<file path="src/rtl/bus_uart_tx_pkg.sv">
// Shared definitions for the bus UART: register offsets, serialiser states
// and the STATUS word layout.
package bus_uart_tx_pkg;

  localparam logic [1:0] REG_DATA   = 2'd0;
  localparam logic [1:0] REG_STATUS = 2'd1;
  localparam logic [1:0] REG_CTRL   = 2'd2;

  typedef enum logic [1:0] {
    S_IDLE  = 2'd0,
    S_START = 2'd1,
    S_DATA  = 2'd2,
    S_STOP  = 2'd3
  } tx_state_t;

  // bit0 full, bit1 empty, bit2 busy, bit3 ovf, count from bit8 upward
  function automatic logic [31:0] pack_status(input logic full, input logic empty,
                                              input logic busy, input logic ovf,
                                              input logic [15:0] cnt);
    return {8'h00, cnt, 4'h0, ovf, busy, empty, full};
  endfunction

endpackage

</file>
<file path="src/rtl/bus_uart_tx_sync_fifo.sv">
// Single-clock FIFO with occupancy count; the head entry is read straight from
// the storage registers so a pop can capture it in the same cycle.
module sync_fifo #(
  parameter int DATA_W  = 8,
  parameter int FIFO_AW = 4
) (
  input  logic              clk,
  input  logic              rst,
  input  logic              push,
  input  logic [DATA_W-1:0] wdata,
  input  logic              pop,
  output logic [DATA_W-1:0] head,
  output logic              full,
  output logic              empty,
  output logic [FIFO_AW:0]  count
);

  localparam int DEPTH = 1 << FIFO_AW;
  localparam logic [FIFO_AW:0] DEPTH_C = DEPTH[FIFO_AW:0];

  logic [DATA_W-1:0]  mem [DEPTH];
  logic [FIFO_AW-1:0] wr_ptr;
  logic [FIFO_AW-1:0] rd_ptr;
  logic               do_push;
  logic               do_pop;

  assign full    = (count == DEPTH_C);
  assign empty   = (count == '0);
  assign do_push = push && !full;
  assign do_pop  = pop && !empty;
  assign head    = mem[rd_ptr];

  always_ff @(posedge clk) begin
    if (rst) begin
      wr_ptr <= '0;
      rd_ptr <= '0;
      count  <= '0;
    end else begin
      if (do_push) wr_ptr <= wr_ptr + FIFO_AW'(1);
      if (do_pop)  rd_ptr <= rd_ptr + FIFO_AW'(1);
      if (do_push && !do_pop)      count <= count + (FIFO_AW+1)'(1);
      else if (do_pop && !do_push) count <= count - (FIFO_AW+1)'(1);
    end
  end

  always_ff @(posedge clk) begin
    if (do_push) mem[wr_ptr] <= wdata;
  end

endmodule

</file>
<file path="src/rtl/bus_uart_tx.sv">
// Memory-mapped 8N1 UART transmitter: bus writes fill a FIFO, a bit-timed
// serialiser drains it onto tx, STATUS is readable for polling.
module bus_uart_tx
  import bus_uart_tx_pkg::*;
#(
  parameter int CLK_DIV = 35,
  parameter int FIFO_AW = 4
) (
  input  logic        clk,
  input  logic        rst,
  input  logic        wen,
  input  logic [1:0]  waddr,
  input  logic [7:0]  wdata,
  input  logic        ren,
  input  logic [1:0]  raddr,
  output logic [31:0] rdata,
  output logic        tx,
  output logic        irq
);

  localparam logic [15:0] DIV_M1 = 16'(CLK_DIV - 1);

  tx_state_t          state;
  logic [15:0]        baud;
  logic [2:0]         bit_idx;
  logic [7:0]         shreg;
  logic               ovf;
  logic [7:0]         head;
  logic               full;
  logic               empty;
  logic [FIFO_AW:0]   count;
  logic               push;
  logic               pop;
  logic               bit_done;
  logic               shift;

  assign push     = wen && (waddr == REG_DATA);
  assign bit_done = (baud == 16'd0);
  assign pop      = !empty && ((state == S_IDLE) || ((state == S_STOP) && bit_done));
  assign shift    = bit_done && ((state == S_START) || (state == S_DATA));

  sync_fifo #(
    .DATA_W  (8),
    .FIFO_AW (FIFO_AW)
  ) u_fifo (
    .clk   (clk),
    .rst   (rst),
    .push  (push),
    .wdata (wdata),
    .pop   (pop),
    .head  (head),
    .full  (full),
    .empty (empty),
    .count (count)
  );

  // Serialiser: each state holds tx for CLK_DIV cycles, counted down to zero
  always_ff @(posedge clk) begin
    if (rst) begin
      state   <= S_IDLE;
      baud    <= 16'd0;
      bit_idx <= 3'd0;
      tx      <= 1'b1;
      irq     <= 1'b1;
    end else begin
      irq <= empty && (state == S_IDLE);
      case (state)
        S_IDLE: begin
          if (!empty) begin
            state <= S_START;
            baud  <= DIV_M1;
            tx    <= 1'b0;
          end
        end
        S_START: begin
          if (bit_done) begin
            state   <= S_DATA;
            baud    <= DIV_M1;
            bit_idx <= 3'd0;
            tx      <= shreg[0];
          end else begin
            baud <= baud - 16'd1;
          end
        end
        S_DATA: begin
          if (bit_done) begin
            baud <= DIV_M1;
            if (bit_idx == 3'd7) begin
              state <= S_STOP;
              tx    <= 1'b1;
            end else begin
              bit_idx <= bit_idx + 3'd1;
              tx      <= shreg[0];
            end
          end else begin
            baud <= baud - 16'd1;
          end
        end
        S_STOP: begin
          if (bit_done) begin
            if (!empty) begin
              state <= S_START;
              baud  <= DIV_M1;
              tx    <= 1'b0;
            end else begin
              state <= S_IDLE;
            end
          end else begin
            baud <= baud - 16'd1;
          end
        end
        default: state <= S_IDLE;
      endcase
    end
  end

  // Shift register carries data only; it is reloaded on every pop
  always_ff @(posedge clk) begin
    if (pop)        shreg <= head;
    else if (shift) shreg <= {1'b0, shreg[7:1]};
  end

  // Overflow is judged against full before any same-cycle pop
  always_ff @(posedge clk) begin
    if (rst)                                          ovf <= 1'b0;
    else if (push && full)                            ovf <= 1'b1;
    else if (wen && (waddr == REG_CTRL) && wdata[0])  ovf <= 1'b0;
  end

  always_ff @(posedge clk) begin
    if (rst) begin
      rdata <= 32'd0;
    end else if (ren) begin
      if (raddr == REG_STATUS)
        rdata <= pack_status(full, empty, state != S_IDLE, ovf, 16'(count));
      else
        rdata <= 32'd0;
    end
  end

endmodule

</file>
<file path="config.mk">
export PLATFORM = sky130hd
export DESIGN_NAME = bus_uart_tx
export DESIGN_NICKNAME = d
export VERILOG_FILES = /design/src/rtl/bus_uart_tx_pkg.sv /design/src/rtl/bus_uart_tx_sync_fifo.sv /design/src/rtl/bus_uart_tx.sv
export SDC_FILE = /design/constraint.sdc
export NUM_CORES = 1
export LEC_CHECK = 0
export CORE_ASPECT_RATIO = 1.4
export CORE_MARGIN = 10
export CORE_UTILIZATION = 35
export CTS_CLUSTER_SIZE = 16
export DETAILED_ROUTE_END_ITERATION = 6
export PLACE_DENSITY = 0.6
export SYNTH_ARGS = -nofsm -noshare
export SYNTH_HDL_FRONTEND = slang
export SYNTH_SLANG_ARGS = --single-unit
</file>
<file path="constraint.sdc">
create_clock -name clk -period 4.4 [get_ports clk]
set_clock_uncertainty 0.2 [all_clocks]
set_input_delay 0.44 -clock clk [delete_from_list [all_inputs] [get_ports clk]]
set_output_delay 0.44 -clock clk [all_outputs]
set_load 0.01 [all_outputs]
</file>
==> results.sh, run 1 <==
export IMPL_grt_util_all_layers_pct=12.02
export IMPL_setup_violations_final=0
export IMPL_area_growth_pct=13.76
export IMPL_met3_usage_pct=2.524
export IMPL_ir_worst_vdd_uv=302.2
export IMPL_drive_gt1_share_pct=15.99
export IMPL_hold_class="reg -> reg"
export IMPL_via_count=4679
export IMPL_wl_per_cell_um=18.37
export IMPL_synth_area_top_cells="edfxtp_1, dfxtp_1, mux4_2"
export IMPL_cts_sinks=186
export IMPL_clk_pin_slew_ns=0.07
export IMPL_post_dp_hpwl_um=11930
export IMPL_path_common_cell="ha_1"
export IMPL_nets=642
export IMPL_start_util_pct=35.72
export IMPL_worstSkewPairLatency_ns=0.43
export IMPL_cts_setup_buffers=0
export IMPL_worst_setup_path_type="reg -> reg"
export IMPL_placed_area_um2=8635
export IMPL_power_total_uw=5308
export IMPL_slew_headroom_pct=16.80
export IMPL_met1_usage_pct=13.06
export IMPL_fmax_mhz=248.4
export IMPL_drc=0
export IMPL_fin_crit_sh_pct=91.49
export IMPL_critPathLaunchType="flop"
export IMPL_slowest_delay_ns=0.63
export IMPL_cts_htree_levels=4
export IMPL_syn_area_per_cell_um2=14.17
export IMPL_hold_buffers=0
export IMPL_worstPathRequired_ns=4.52
export IMPL_async_flop_share_pct=0
export IMPL_rsz0062_at_grt="no"
export IMPL_final_area_um2=9188
export IMPL_mostFrequentLayoutCell="edfxtp_1"
export IMPL_drt_wl_total_um=16900
export IMPL_io_buffers=26
export IMPL_overflow=0
export IMPL_synthDominantAreaCellType="edfxtp_1"
export IMPL_cap_violations=0
export IMPL_worst_path_max_fanout=7
export IMPL_crit_chain="inv_1 > ha_1 > or4b_2 > nor4_4 > a21oi_2 > nor2_8 > inv_2 > ha_1 > inv_1 > ha_1 > nor2b_1 > o21a_1 > or3_1 > a21oi_1 > mux2_2"
export IMPL_rows=65
export IMPL_cts_resized=0
export IMPL_via_per_inst=5.086
export IMPL_cts_tree="built"
export IMPL_p_leak_uw=0.003154
export IMPL_status="finished clean"
export IMPL_ant_nets=0
export IMPL_grt_pass1_vias=4961
export IMPL_cts_made_buffers=17
export IMPL_die_h_um=199.7
export IMPL_cp_slowest_cell="or4b_2"
export IMPL_netlist_area_um2=8076
export IMPL_io_pins=50
export IMPL_clock_root_buffer="clkbuf_16"
export IMPL_hold_viol=0
export IMPL_coreArea_um2=22610
export IMPL_grt_max_degree=39
export IMPL_die_w_um=148.4
export IMPL_ys_ff_latch=186
export IMPL_grt_use_met2_pct=22.01
export IMPL_cts_buffer_depth=2
export IMPL_drt_first_iter_violations=234
export IMPL_seq_area_frac_synth_pct=62.96
export IMPL_grt_busiest_layer="met2"
export IMPL_p_per_area_nw_per_um2=577.7
export IMPL_syn_inst=570
export IMPL_tightest_slew_ns=1.245
export IMPL_antenna_found_initial=0
export IMPL_cp_data_arrival_time_ns=4.15
export IMPL_die_area_um2=29640
export IMPL_gp_congestion=0.8820
export IMPL_yosysTopAreaCellShare_pct=50.57
export IMPL_grt_pass1_wl_um=27540
export IMPL_layout_common_cells="edfxtp_1, dfxtp_1, nor2_1"
export IMPL_end_kind="flop"
export IMPL_synth_cell_types=62
export IMPL_finalWorstPathRequiredPeriod_ns=4.026
export IMPL_drv_slew=0
export IMPL_synth_edff_count=136
export IMPL_synthFlopType="edfxtp_1"
export IMPL_diodes=0
export IMPL_firstDrtPassIters=5
export IMPL_yosys_warnings=0
export IMPL_setup_tns_ns=0
[path summary, 6_finish.rpt]
check	from	end	slack, ns	cells after the start
max reg2reg	baud[0]	u_fifo.count[4]	0.37	15
max	baud[0]	u_fifo.count[4]	0.37	15
min	rdata[2]	rdata[2]	0.27	2
min reg2reg	rdata[2]	rdata[2]	0.27	2
[cell usage after synthesis, types with 5 or more instances]
| cell | n |
|---|---|
| xor2_1 | 5 |
| nor2b_1 | 13 |
| or3_1 | 7 |
| nand3_1 | 5 |
| edfxtp_1 | 136 |
| mux2i_1 | 7 |
| a211oi_1 | 6 |
| mux2_2 | 11 |
| buf_4 | 23 |
| buf_2 | 7 |
| and2_1 | 10 |
| clkbuf_1 | 11 |
| nor2_1 | 47 |
| a22oi_1 | 8 |
| nand2_1 | 19 |
| nor4_1 | 5 |
| inv_1 | 15 |
| o22ai_1 | 8 |
| nand2b_1 | 9 |
| o21ai_0 | 16 |
| a21o_1 | 5 |
| mux4_2 | 32 |
| ha_1 | 19 |
| dfxtp_1 | 50 |
| nor3_1 | 13 |
| a21oi_1 | 26 |
[power by group]
part | total, uW | internal, uW | switching [uW]
Clock | 1430 | 780 | 652
Sequential | 2230 | 2060 | 172
Combinational | 1650 | 737 | 911
Total | 5310 | 3570 | 1730
[registers in the layout, indices dropped and copies added, names as in the netlist, named ones only]
| name | flops |
|---|---|
| shreg | 8 |
| ovf | 1 |
| baud | 16 |
| state | 2 |
| tx | 1 |
| bit_idx | 3 |
| u_fifo.wr_ptr | 4 |
| u_fifo.mem | 128 |
| rdata | 9 |
| u_fifo.rd_ptr | 4 |
| irq | 1 |
| u_fifo.count | 5 |
[per-stage QoR]
step	std cells	worst slack (ns)	hold WS [ns]	util (%)
floorplan	592	0.6079	0.2517	-
global placement	888	0.5017	0.2582	38.19
detailed placement	888	0.3770	0.2668	38.19
CTS	920	0.3639	0.2779	40.64
global route	920	0.1515	0.2996	40.64
finish	920	0.3743	0.2720	40.64
[per-layer routing]
layer | share of wire [%] | vias to the layer above
met1 | 39 | 2365
met5 | 0 | -
met3 | 3.3 | 28
li1 | - | 2203
met2 | 55 | 83
met4 | 2.4 | 0
[cell type report]
type,instances,area [um2]
Clock buffer,18,429.2
Clock inverter,14,123.9
Fill cell,2145,13420
Inverter,17,63.81
Multi-Input combinational cell,345,2750
Sequential cell,186,5086
Tap cell,301,376.6
Timing Repair Buffer,39,357.8
[kinds of logic after synthesis]
kind of cell | share of synthesized area [%]
flip-flops | 62.96
AND/OR/NAND/NOR | 10.15
AO/OA/AOI/OAI | 7.669
buffers and inverters | 4.012
multiplexers | 11.32
adder cells (fa/ha/maj) | 3.191
XOR/XNOR | 0.6507
other | 0.04643
[critical path: cells and delay by family, from the launching register on]
kind	cells	cell delay (ns)
AOI/OAI and AO/OA	3	0.53
adders and majority gates	3	0.68
buffers and inverters	3	0.35
DFF	1	0.34
muxes	1	0.34
and+or+nand+nor	5	1.47
Note: power is estimated with default switching activity, not from simulation.
==> run 2, diff against run 1 <==
--- a/config.mk
+++ b/config.mk
@@ -7,10 +7,10 @@
 export LEC_CHECK = 0
 export CORE_ASPECT_RATIO = 1.4
 export CORE_MARGIN = 10
-export CORE_UTILIZATION = 35
+export CORE_UTILIZATION = 59
 export CTS_CLUSTER_SIZE = 16
 export DETAILED_ROUTE_END_ITERATION = 6
-export PLACE_DENSITY = 0.6
+export PLACE_DENSITY = 0.87
 export SYNTH_ARGS = -nofsm -noshare
 export SYNTH_HDL_FRONTEND = slang
 export SYNTH_SLANG_ARGS = --single-unit
==> constraint.sdc (replaced) <==
create_clock -name clk -period 3.9 [get_ports clk]
set_clock_uncertainty 0.2 [all_clocks]
set_input_delay 0.39 -clock clk [delete_from_list [all_inputs] [get_ports clk]]
set_output_delay 0.39 -clock clk [all_outputs]
set_load 0.01 [all_outputs]
==> run 2 against run 1 <==
Compared with the run above: cell count fell by 13%; die area is 36% lower; sequential power rose by 13%; combinational power is 19% higher; non-clock buffer count up 2; clock-buffer cell count decreased by 1; register-to-register slack lost 0.21 ns; via count up 2.8%; routed wire length is 2.2% higher; critical endpoint unchanged; sequential share of layout area rose by 0.36 points; flip-flop and latch count unchanged; cell area shrank 0.65%.
==> results.sh, run 2 (synthesis gave the netlist of run 1 again) <==
export IMPL_status="finished clean"
export IMPL_grt_pass1_vias=5012
export IMPL_worst_setup_path_type="reg -> reg"
export IMPL_fmax_mhz=267.7
export IMPL_internal_power_uw=4218
export IMPL_critPathLaunchType="flop"
export IMPL_drc=0
export IMPL_grt_max_degree=39
export IMPL_cts_htree_levels=4
export IMPL_wl_per_cell_um=21.53
export IMPL_overflow=0
export IMPL_drt_wl_total_um=17270
export IMPL_placed_area_um2=8486
export IMPL_drive_gt1_share_pct=16.94
export IMPL_hold_buffers=0
export IMPL_setup_tns_ns=0
export IMPL_via_count=4812
export IMPL_rows=50
export IMPL_layout_common_cells="edfxtp_1, dfxtp_1, nor2_1"
export IMPL_cts_made_buffers=17
export IMPL_pwr_share_comb_pct=31.3
export IMPL_finalWorstPathRequiredPeriod_ns=3.736
export IMPL_die_h_um=158.4
export IMPL_end_kind="flop"
export IMPL_swShare_pct=32.58
export IMPL_largest_register_ffs=128
export IMPL_worstSkewPairLatency_ns=0.43
export IMPL_post_dp_hpwl_um=11540
export IMPL_fin_crit_sh_pct=95.78
export IMPL_tightest_slew_ns=0.9322
export IMPL_hold_class="reg -> reg"
export IMPL_clk_pin_slew_ns=0.07
export IMPL_drt_first_iter_violations=287
export IMPL_clock_power_share_pct=28.6
export IMPL_grt_pass1_wl_um=27330
export IMPL_ff2ff_path_depth=15
export IMPL_p_seq_share_pct=40.1
export IMPL_hold_depth=2
export IMPL_mostFrequentLayoutCell="edfxtp_1"
export IMPL_gp_congestion=0.8754
export IMPL_diodes=0
export IMPL_firstDrtPassIters=5
export IMPL_cts_tree="built"
export IMPL_via_per_inst=6.000
export IMPL_slew_headroom_pct=37.62
export IMPL_hold_viol=0
export IMPL_p_per_area_nw_per_um2=685.4
export IMPL_cap_violations=0
export IMPL_worstPathRequired_ns=4.02
export IMPL_p_leak_uw=0.003191
export IMPL_start_util_pct=60.33
export IMPL_ir_worst_vdd_uv=397.8
export IMPL_cp_data_arrival_time_ns=3.85
export IMPL_area_growth_pct=13.01
export IMPL_io_pins=50
export IMPL_largest_register="u_fifo.mem"
export IMPL_worst_path_max_fanout=7
export IMPL_die_w_um=118.9
export IMPL_rsz0062_at_grt="no"
export IMPL_dp_slack_ns=-0.1025
export IMPL_cts_buffer_depth=2
export IMPL_nets=644
export IMPL_final_area_um2=9128
export IMPL_layout_setup_ws_ns=0.1644
export IMPL_antenna_found_initial=0
export IMPL_die_area_um2=18830
export IMPL_ant_nets=0
export IMPL_cts_sinks=186
export IMPL_reg_top3="u_fifo.mem: 128 flops, baud: 16 flops, rdata: 9 flops"
export IMPL_io_buffers=26
export IMPL_grt_util_all_layers_pct=18.76
export IMPL_power_switching_uw=2038
export IMPL_drv_slew=0
export IMPL_coreArea_um2=13390
export IMPL_setup_violations_final=0
export IMPL_fillerInstances=904
export IMPL_clock_root_buffer="clkbuf_16"
## run 2: stage by stage
step	power, uW	util, %	cells	hold WS (ns)
2_1_floorplan	3918	-	592	0.2517
3_3_place_gp	4344	63.38	769	0.2653
3_5_place_dp	4419	63.38	769	0.2608
4_1_cts	6244	68.10	801	0.2713
5_1_grt	6552	68.18	802	0.3170
6_report	6256	68.18	802	0.2747
## run 2: final cells by class
class	instances	area, um2	area share (%)
Clock buffer	17	425.4	4.661
Clock inverter	14	183.9	2.015
Inverter	17	63.81	0.6991
Multi-Input combinational cell	345	2768	30.32
Sequential cell	186	5086	55.72
Tap cell	182	227.7	2.495
Timing Repair Buffer	41	372.9	4.085
## run 2: what timing repair did
action                     in CTS  in global routing
setup endpoints to repair       1                  1
gates resized for setup         4                  1
pin swaps                       2                  1
setup buffers                   1                  1
## run 2: layer usage
metal,vias up,track usage [%],share of wire [%]
li1,2208,-,-
met2,139,37.12,59
met5,-,0,0
met4,0,7.289,2.3
met3,35,3.828,4.0
met1,2430,18.60,35
## run 2: path summary, 6_finish.rpt
check,start,end,slack (ns)
worst min register to register,rdata[2],rdata[2],0.27
worst max-delay path,baud[0],u_fifo.count[4],0.16
worst max register to register,baud[0],u_fifo.count[4],0.16
worst min-delay path,rdata[2],rdata[2],0.27
## run 2: power by group through the flow
stage | registers [uW] | logic [uW] | clock network, uW
after detailed placement | 2550 | 1870 | 0
final | 2510 | 1960 | 1790
after global placement | 2530 | 1810 | 0
after CTS | 2510 | 1940 | 1800
after floorplan | 2450 | 1470 | 0
after global routing | 2540 | 2150 | 1870
## run 2: worst max-delay path, cell delays in order (launching register included)
cell and delay [ns]:
dfxtp_1 0.34, inv_1 0.11, ha_1 0.18, or4b_4 0.48, nor4_4 0.26, a21oi_4 0.13
nor2_8 0.10, inv_2 0.08, ha_2 0.22, inv_2 0.09, ha_1 0.24, nor2b_1 0.13
o21a_1 0.20, or3_1 0.34, a21oi_2 0.18, mux2_2 0.35
==> run 3, diff against run 2 <==
==> constraint.sdc (replaced) <==
create_clock -name clk -period 3.9 [get_ports clk]
set_clock_uncertainty 0.2 [all_clocks]
set_input_delay 0.975 -clock clk [delete_from_list [all_inputs] [get_ports clk]]
set_output_delay 0.975 -clock clk [all_outputs]
set_load 0.01 [all_outputs]
==> run 3 against run 2 <==
Compared with the run above: critical path depth unchanged; critical path type unchanged; combinational power about the same; non-clock buffer count increased by 6; critical endpoint unchanged; clock-buffer cell count unchanged; via count increased by 1.1%; cell area increased by 0.64%; fmax about the same; worst hold slack improved by 0.0040 ns.
==> results.sh, run 3 (synthesis gave the netlist of run 1 again) <==
export IMPL_status="finished clean"
export IMPL_nets=650
export IMPL_io_buffers=26
export IMPL_multiInputGateArea_um2=2761
export IMPL_met1_usage_pct=19.38
export IMPL_met3_usage_pct=3.793
export IMPL_cap_violations=0
export IMPL_tightest_slew_ns=0.6674
export IMPL_drv_slew=0
export IMPL_cts_sinks=186
export IMPL_via_per_inst=6.012
export IMPL_grt_busiest_layer="met2"
export IMPL_power_switching_uw=2150
export IMPL_cts_tree="built"
export IMPL_internal_power_uw=4070
export IMPL_overflow=0
export IMPL_seq_area_um2=5086
export IMPL_die_w_um=118.9
export IMPL_cts_htree_levels=4
export IMPL_wl_per_cell_um=21.52
export IMPL_final_area_um2=9186
export IMPL_start_util_pct=60.33
export IMPL_drc=0
export IMPL_p_per_area_nw_per_um2=677.2
export IMPL_finalWorstPathRequiredPeriod_ns=3.739
export IMPL_worstSkewPairLatency_ns=0.43
export IMPL_fillerInstances=882
export IMPL_rsz0062_at_grt="no"
export IMPL_slew_headroom_pct=55.45
export IMPL_ir_worst_vdd_uv=457.7
export IMPL_hold_viol=0
export IMPL_hold_class="reg -> reg"
export IMPL_io_pins=50
export IMPL_area_growth_pct=13.74
export IMPL_gp_congestion=0.8639
export IMPL_coreArea_um2=13390
export IMPL_path_common_cell="ha_1"
export IMPL_layout_common_cells="edfxtp_1, dfxtp_1, nor2_1"
export IMPL_grt_pass1_vias=5036
export IMPL_rows=50
export IMPL_antenna_found_initial=0
export IMPL_setup_violations_final=0
export IMPL_largest_register_ffs=128
export IMPL_crit_family="simple AND/OR/NAND/NOR gates"
export IMPL_crit_chain="inv_1 > ha_1 > or4b_4 > nor4_4 > a21oi_4 > nor2_8 > inv_2 > ha_1 > buf_4 > fa_1 > nor2b_1 > o21a_1 > o21ai_0 > a21oi_1 > mux2_2"
export IMPL_grt_pass1_wl_um=27690
export IMPL_drt_wl_total_um=17410
export IMPL_end_kind="flop"
export IMPL_p_leak_uw=0.003239
export IMPL_grt_max_degree=38
export IMPL_die_area_um2=18830
export IMPL_firstDrtPassIters=5
export IMPL_clock_power_share_pct=28.4
export IMPL_p_seq_share_pct=40.3
export IMPL_die_h_um=158.4
export IMPL_grt_util_all_layers_pct=18.97
export IMPL_slowest_delay_ns=0.48
export IMPL_diodes=0
export IMPL_grt_use_met2_pct=37.36
export IMPL_hold_buffers=0
export IMPL_reg_top3="u_fifo.mem: 128 flops, baud: 16 flops, rdata: 9 flops"
export IMPL_worst_path_max_fanout=7
export IMPL_cp_slowest_cell="or4b_4"
export IMPL_post_dp_hpwl_um=11360
export IMPL_clock_root_buffer="clkbuf_16"
export IMPL_via_count=4864
export IMPL_swShare_pct=34.57
export IMPL_fmax_mhz=267.5
export IMPL_drt_first_iter_violations=334
export IMPL_mostFrequentLayoutCell="edfxtp_1"
export IMPL_fin_crit_sh_pct=95.86
export IMPL_cp_data_arrival_time_ns=3.85
export IMPL_pwr_share_comb_pct=31.3
export IMPL_cts_buffer_depth=2
export IMPL_worstPathRequired_ns=4.02
export IMPL_ant_nets=0
export IMPL_cp_buffers_inverters=3
export IMPL_setup_tns_ns=0
export IMPL_placed_area_um2=8538
export IMPL_clk_pin_slew_ns=0.07
export IMPL_critPathLaunchType="flop"
export IMPL_worst_setup_path_type="reg -> reg"
export IMPL_drive_gt1_share_pct=17.86
export IMPL_cts_made_buffers=17
export IMPL_largest_register="u_fifo.mem"
==> run 3: cell types whose count changed in the layout (fill, tap and decap cells not counted), sizes merged <==
cell and change:
bufinv -3, clkinv +4, buf +6, clkinvlp -3, inv +3
==> run 3: power groups by stage <==
stage               Combinational [uW]  Clock [uW]  Sequential (uW)
floorplan                         1470           0             2450
CTS                               1940        1780             2510
global placement                  1800           0             2540
global route                      2120        1850             2540
finish                            1950        1770             2510
detailed placement                1880           0             2550
==> run 3: worst paths after layout <==
check,start,endpoint,depth (start not counted),slack [ns]
min,rdata[2],rdata[2],2,0.28
max reg2reg,baud[1],u_fifo.count[4],15,0.16
max,baud[1],u_fifo.count[4],15,0.16
min reg2reg,rdata[2],rdata[2],2,0.28
==> run 3: tightest hold or removal path, cell delays in order, from the launching register on <==
cell     delay (ns)
dfxtp_1        0.32
nand2_1        0.06
a21oi_1        0.05
==> run 3: layer usage <==
layer	routed length, um	up-vias
li1	-	2233
met1	6246	2448
met2	10190	160
met3	665	23
met4	311	0
met5	0	-
==> run 3: metrics by stage <==
step	utilization [%]	hold WS (ns)	total power (uW)	worst slack, ns	std cells
2_1_floorplan	-	0.2517	3918	0.1079	592
3_3_place_gp	63.78	0.2626	4336	0.05416	776
3_5_place_dp	63.78	0.2718	4428	-0.08884	776
4_1_cts	68.62	0.2831	6228	0.05219	809
5_1_grt	68.62	0.3150	6509	0.01812	809
6_report	68.62	0.2787	6221	0.1614	809
==> run 3: final cells by class <==
class	instances	area share (%)
sequential	186	55.37
multi-input combinational	345	30.06
clock buffer	17	4.631
timing repair buffer	47	4.549
tap	182	2.479
clock inverter	15	2.220
inverter	17	0.6946
==> run 3: what timing repair did <==
item / CTS / global route
resized for setup: 3 / 1
pin swaps: 2 / 1
gates cloned: 0 / 0
setup buffers: 1 / 0
setup endpoints to repair: 1 / 1
